File: config.mk
export PLATFORM = sky130hd
export DESIGN_NAME = instruction_fetch_unit
export DESIGN_NICKNAME = d
export VERILOG_FILES = /design/src/rtl/instruction_fetch_unit.sv
export SDC_FILE = /design/constraint.sdc
export NUM_CORES = 1
export LEC_CHECK = 0
export ABC_AREA = 1
export BUFFER_PORTS_ARGS = -buffer_cell sky130_fd_sc_hd__buf_2
export CAP_MARGIN = 20
export CORE_UTILIZATION = 45
export DETAILED_ROUTE_END_ITERATION = 12
export GPL_ROUTABILITY_DRIVEN = 0
export PLACE_DENSITY_LB_ADDON = 0.05
export SETUP_SLACK_MARGIN = 0.15
export SYNTH_ARGS = -nofsm -noshare
export SYNTH_HDL_FRONTEND = slang
export SYNTH_SLANG_ARGS = --single-unit
File: constraint.sdc
create_clock -name clk -period 3.3 [get_ports clk]
set_input_delay 0.66 -clock clk [delete_from_list [all_inputs] [get_ports clk]]
set_output_delay 0.66 -clock clk [all_outputs]
set_load 0.1 [all_outputs]
File: src/rtl/instruction_fetch_unit.sv
// Multicycle instruction fetch sequencer: issues one memory read per accepted
// fetch_start and delivers the word to the instruction register or reports a fault.
module instruction_fetch_unit #(
  parameter int unsigned TIMEOUT_CYCLES = 16
) (
  input  logic        clk,
  input  logic        rst,
  input  logic        fetch_start,
  input  logic [31:0] pc_in,
  input  logic        abort,
  output logic        mem_req,
  output logic [31:0] mem_addr,
  input  logic        mem_ready,
  input  logic        mem_rvalid,
  input  logic [31:0] mem_rdata,
  input  logic        mem_err,
  output logic [31:0] instr_data,
  output logic        ir_write,
  output logic [31:0] old_pc,
  output logic        fetch_done,
  output logic        fetch_fault,
  output logic [1:0]  fault_cause,
  output logic        busy
);

  typedef enum logic [2:0] {
    S_IDLE,
    S_REQ,
    S_WAIT,
    S_DRAIN,
    S_DONE,
    S_FAULT
  } state_t;

  localparam logic [7:0] CNT_LAST = 8'(TIMEOUT_CYCLES - 1);

  state_t     state;
  state_t     state_nxt;
  logic [7:0] cnt;
  logic       accept;
  logic       timed_out;
  logic       misaligned;

  assign accept     = (state == S_IDLE) && fetch_start && !abort;
  assign misaligned = (pc_in[1:0] != 2'b00);
  // cnt holds (cycle number - 1) while in REQ/WAIT/DRAIN
  assign timed_out  = (cnt >= CNT_LAST);

  always_ff @(posedge clk or posedge rst) begin
    if (rst) state <= S_IDLE;
    else     state <= state_nxt;
  end

  always_comb begin
    state_nxt = state;
    unique case (state)
      S_IDLE:  if (accept) state_nxt = misaligned ? S_FAULT : S_REQ;
      S_REQ: begin
        if (mem_ready)      state_nxt = abort ? S_DRAIN : S_WAIT;
        else if (abort)     state_nxt = S_IDLE;
        else if (timed_out) state_nxt = S_FAULT;
      end
      S_WAIT: begin
        if (mem_rvalid) begin
          if (abort)        state_nxt = S_IDLE;
          else if (mem_err) state_nxt = S_FAULT;
          else              state_nxt = S_DONE;
        end
        else if (abort)     state_nxt = S_DRAIN;
        else if (timed_out) state_nxt = S_FAULT;
      end
      S_DRAIN: if (mem_rvalid || timed_out) state_nxt = S_IDLE;
      S_DONE:  state_nxt = S_IDLE;
      S_FAULT: state_nxt = S_IDLE;
      default: state_nxt = S_IDLE;
    endcase
  end

  always_comb begin
    mem_req     = (state == S_REQ);
    ir_write    = (state == S_DONE);
    fetch_done  = (state == S_DONE);
    fetch_fault = (state == S_FAULT);
    busy        = (state != S_IDLE);
  end

  always_ff @(posedge clk or posedge rst) begin
    if (rst) begin
      mem_addr    <= '0;
      old_pc      <= '0;
      instr_data  <= '0;
      fault_cause <= '0;
      cnt         <= '0;
    end
    else begin
      if (accept) begin
        old_pc      <= pc_in;
        mem_addr    <= pc_in;
        cnt         <= '0;
        fault_cause <= misaligned ? 2'b01 : 2'b00;
      end
      else if ((state == S_REQ || state == S_WAIT || state == S_DRAIN) && cnt != '1) begin
        cnt <= cnt + 8'd1;
      end

      if (state == S_WAIT && mem_rvalid && !abort && !mem_err)
        instr_data <= mem_rdata;

      // From REQ/WAIT a fault is a bus error only when a response is present
      if (state_nxt == S_FAULT && state != S_IDLE)
        fault_cause <= (state == S_WAIT && mem_rvalid) ? 2'b10 : 2'b11;
    end
  end

endmodule

---- Word-level counts from Yosys, hierarchy flattened ----
Cells that the tools add are included.
storage, ports and cells
  register bits ........................... 77
  bits of input ports ..................... 71
  word-level logic and storage cells ...... 49
cells by class
  add/sub/neg operators ................... 1
  order comparisons ....................... 1
  equality and inequality tests ........... 7
  muxes and demuxes ....................... 18
  reduce and logical (&&, ||, !) cells .... 17
operator list
  operator             number
  $mux 3               9
  $mux 8               2
  $pmux 3 s4           1
  $eq 3x3->1 const B   3
  $add 8x1->8 const B  1
  $ge 8x4->1 const B   1
  $ne 8x8->1 const B   1
  $logic_and 1x1->1    7
  $eq 3x2->1 const B   2
  $reduce_bool 2->1    3
  $mux 1               4
  $mux 2               2
  $eq 3x1->1 const B   1
  $logic_not 3->1      1
  $logic_or 1x1->1     3
  $reduce_bool 3->1    1
  $logic_not 1->1      2

---- Longest topological paths before layout ----
  depth in word-level cells ............... 8
  depth in mapped cells ................... 10

---- Worst setup path after synthesis ----
OpenSTA, ideal clock, no wires.
  path type ............................... register -> register
  start point ............................. reg state[0]
  end point ............................... reg fault_cause[0]
  setup time .............................. 123 ps
  arrival time ............................ 3311 ps
  path slack .............................. -134 ps
  cell stages (with the launch flop) ...... 8
  buffers on the path ..................... 0
  clock period less this slack ............ 3434 ps
  cell sequence ........................... dfrtp_1 -> inv_1 -> nor3_1 -> nand3_1 -> nand3_1 -> nand3_1 -> o21ai_0 -> nand2_1
RTL lines
  item                                                line  source
  from (decl)                                         37    state_t state;
  from (signal assigned)                              51    else state <= state_nxt;
  $eq 3x1->1 *                                        -
  via mem_req                                         11    output logic mem_req,
  $pmux 3 s4 *                                        56    unique case (state)
  $eq 3x3->1 *                                        110   if (state_nxt == S_FAULT && state != S_IDLE)
  $logic_and 1x1->1 *                                 110
  $mux 2 / $reduce_bool 2->1 (equally long branches)  -
  to (signal assigned)                                100   fault_cause <= misaligned ? 2'b01 : 2'b00;
  to (signal assigned)                                111   fault_cause <= (state == S_WAIT && mem_rvalid) ? 2'b10 : 2'b11;
  to (decl)                                           22    output logic [1:0] fault_cause,
The timed path passes the listed nets; every way through them passes the cells marked *.
A chain may end at the register's enable or synchronous reset.

---- Worst setup path after layout ----
  start point ............................. reg state[0]
  end point ............................... out mem_req
on the way
  cells in the longest elaborated chain, start to end .. 1
RTL lines
  item        line  source
  $eq 3x1->1  80    mem_req = (state == S_REQ);
  to (decl)   11
No other way between the ends.

==> impl_metrics.py <==
metrics = {
    "flow_run": {
        "maxCapViolCount": 0,
    },
    "finish": {
        "n_antenna_cell": 0,
        "final_cell_mix": "173 x buf_2, 156 x nand2_1, 77 x dfrtp_1",
        "post-route-util_pct": 59.3,
        "area_delta_synth_final_pct": 26.2,
        "finalNetCount": 638,
        "final_area_um2": 4630,
        "mostFrequentLayoutCell": "buf_2",
        "drive_gt1_share_pct": 41.2,
    },
    "global_route": {
        "grt_use_total_pct": 19.2,
        "overflow": 0,
        "grt_pass1_vias": 2830,
        "grt_first_pass_wirelength_mm": 12.9,
        "grt_antenna_before_repair": 0,
        "grt_max_degree": 56,
    },
    "routing": {
        "routed_wl_mm": 7.90,
        "ant_nets": 0,
        "drt_iter0_markers": 159,
        "drtPass1Iterations": 4,
        "viasPerCell": 4.57,
        "drc_errors": 0,
        "vias": 3075,
        "drt-wirelength-per-cell_um": 11.7,
    },
    "synthesis": {
        "ys_warn_count": 0,
        "synth_top_area_share_pct": 52.5,
        "ys_seq_area_share_pct": 52.5,
        "synth_nets": 495,
        "netlist_instances": 423,
        "ys_types": 25,
        "ys_ff_latch": 77,
        "postSynthAreaPerCell_um2": 8.67,
        "yosysTopAreaCell": "dfrtp_1",
        "ys_top_cells_by_area": "dfrtp_1 53%, nand2_1 16%, o21ai_2 7.6%, buf_4 6.8%, inv_1 4.9%",
        "synth_area_um2": 3670,
    },
    "worst_setup_path": {
        "cp.arrival_ns": 1.64,
        "rr_worst_depth": 9,
        "r2r_setup_slack_ns": 1.21,
        "end_kind": "primary output",
        "start_kind": "register",
        "crit_type": "register to primary output",
        "worstPathMaxFanout": 5,
        "r2r_end": "instr_data[20]",
        "worstPathRequired_ns": 2.64,
        "timing.rr.start": "state[2]",
    },
    "floorplanning": {
        "die_width_um": 92.3,
        "num_io_pins": 174,
        "rows": 32,
        "start_util_pct": 47.0,
        "core_area_um2": 7810,
        "die_h_um": 92.3,
        "dieArea_um2": 8520,
    },
    "clock_tree": {
        "tritoncts": "built",
        "cts_buffers": 9,
        "cts_max_path_buffers": 2,
        "clkTransAtPathRegs_ns": 0.08,
        "insertion_delay_ns": 0.34,
        "cts_max_level": 3,
        "cts.sinks": 77,
        "cts-root-buf": "clkbuf_8",
        "cts_setup_buffers": 0,
        "post_cts_resized": 0,
        "cts_hold_repair.buffers": 0,
    },
    "run_status": {
        "status": "completed",
    },
    "timing": {
        "hold_violations": 0,
        "period_share_pct": 69.8,
        "finClkSkew_ns": 0.00782,
        "worst_slew_pin_slew_ns": 0.784,
        "fmax_mhz": 434,
        "hold_slack_ns": 0.460,
        "fin_setup_tns_ns": 0,
        "period_minus_slack_ns": 2.30,
        "grt_setup_unrepaired": "false",
        "relSlewSlack_pct": 47.6,
        "maxSlewViolCount": 0,
        "setup_viol": 0,
    },
    "place": {
        "place_area_um2": 4360,
        "port_buffers": 173,
        "dp_hpwl_mm": 5.73,
    },
    "worst_hold_path": {
        "worstHoldPathType": "primary input to asynchronous set/reset pin",
    },
}
## stage by stage
stage,std cells,setup WS (ns)
final,673,0.995
after global routing,673,0.914
after CTS,672,0.898
after detailed placement,656,0.860
after global placement,656,0.886
after floorplan,423,0.236
## cells in the mapped netlist
cell / n
nand2_1: 156
dfrtp_1: 77
inv_1: 48
buf_4: 33
o21ai_2: 32
nand3_1: 16
nor2_1: 16
buf_6: 7
buf_2: 6
o21ai_0: 6
nor3_1: 5
nand4_1: 4
xnor2_1: 4
o31ai_1: 2
a21oi_1: 1
clkbuf_1: 1
clkinv_1: 1
ha_1: 1
inv_2: 1
nand2_2: 1
nor2_2: 1
o211ai_1: 1
o21a_1: 1
or2_2: 1
or3_1: 1
## logic make-up after synthesis
logic type,synth area share (%)
buf+inv,14.9
xor+xnor,0.955
fa+ha+maj,0.341
flops,52.5
simple gates,21.8
compound gates,9.41
## worst max path at each step
stage	startpoint	end	slack (ns)	depth (start not counted)
final	state[0]	mem_req	1.0	3
after CTS	state[2]	instr_data[20]	0.90	8
after global placement	abort	instr_data[20]	0.89	5
after floorplan	state[1]	ir_write	0.24	4
after global routing	state[0]	mem_req	0.91	3
after detailed placement	abort	instr_data[20]	0.86	5
## layer usage
metal | GRT usage, % | vias to the layer above | part of all wire [%]
met5 | 0 | - | 0
met4 | 7.29 | 0 | 1.5
met3 | 5.25 | 10 | 6.5
met2 | 32.4 | 107 | 49
met1 | 23.6 | 1409 | 43
li1 | - | 1549 | -
## cell type report
cell class / instances / area [µm²]
Inverter: 50 / 188
Tap cell: 102 / 128
Clock inverter: 7 / 121
Sequential cell: 77 / 1930
Timing Repair Buffer: 179 / 936
Multi-Input combinational cell: 249 / 1200
Fill cell: 745 / 3180
Clock buffer: 9 / 124
## sequential cells by signal (all words and copies together) (netlist names)
name	flops
state	3
cnt	8
instr_data	32
fault_cause	2
old_pc	32
## critical path, cell delays in order (launching register included)
cell	delay (ns)
dfrtp_1	0.44
inv_1	0.12
nor3_2	0.25
buf_2	0.49
Power is left out: the tool's default activity adds up to more than one toggle a clock period on the data nets, which glitch-free logic cannot reach.
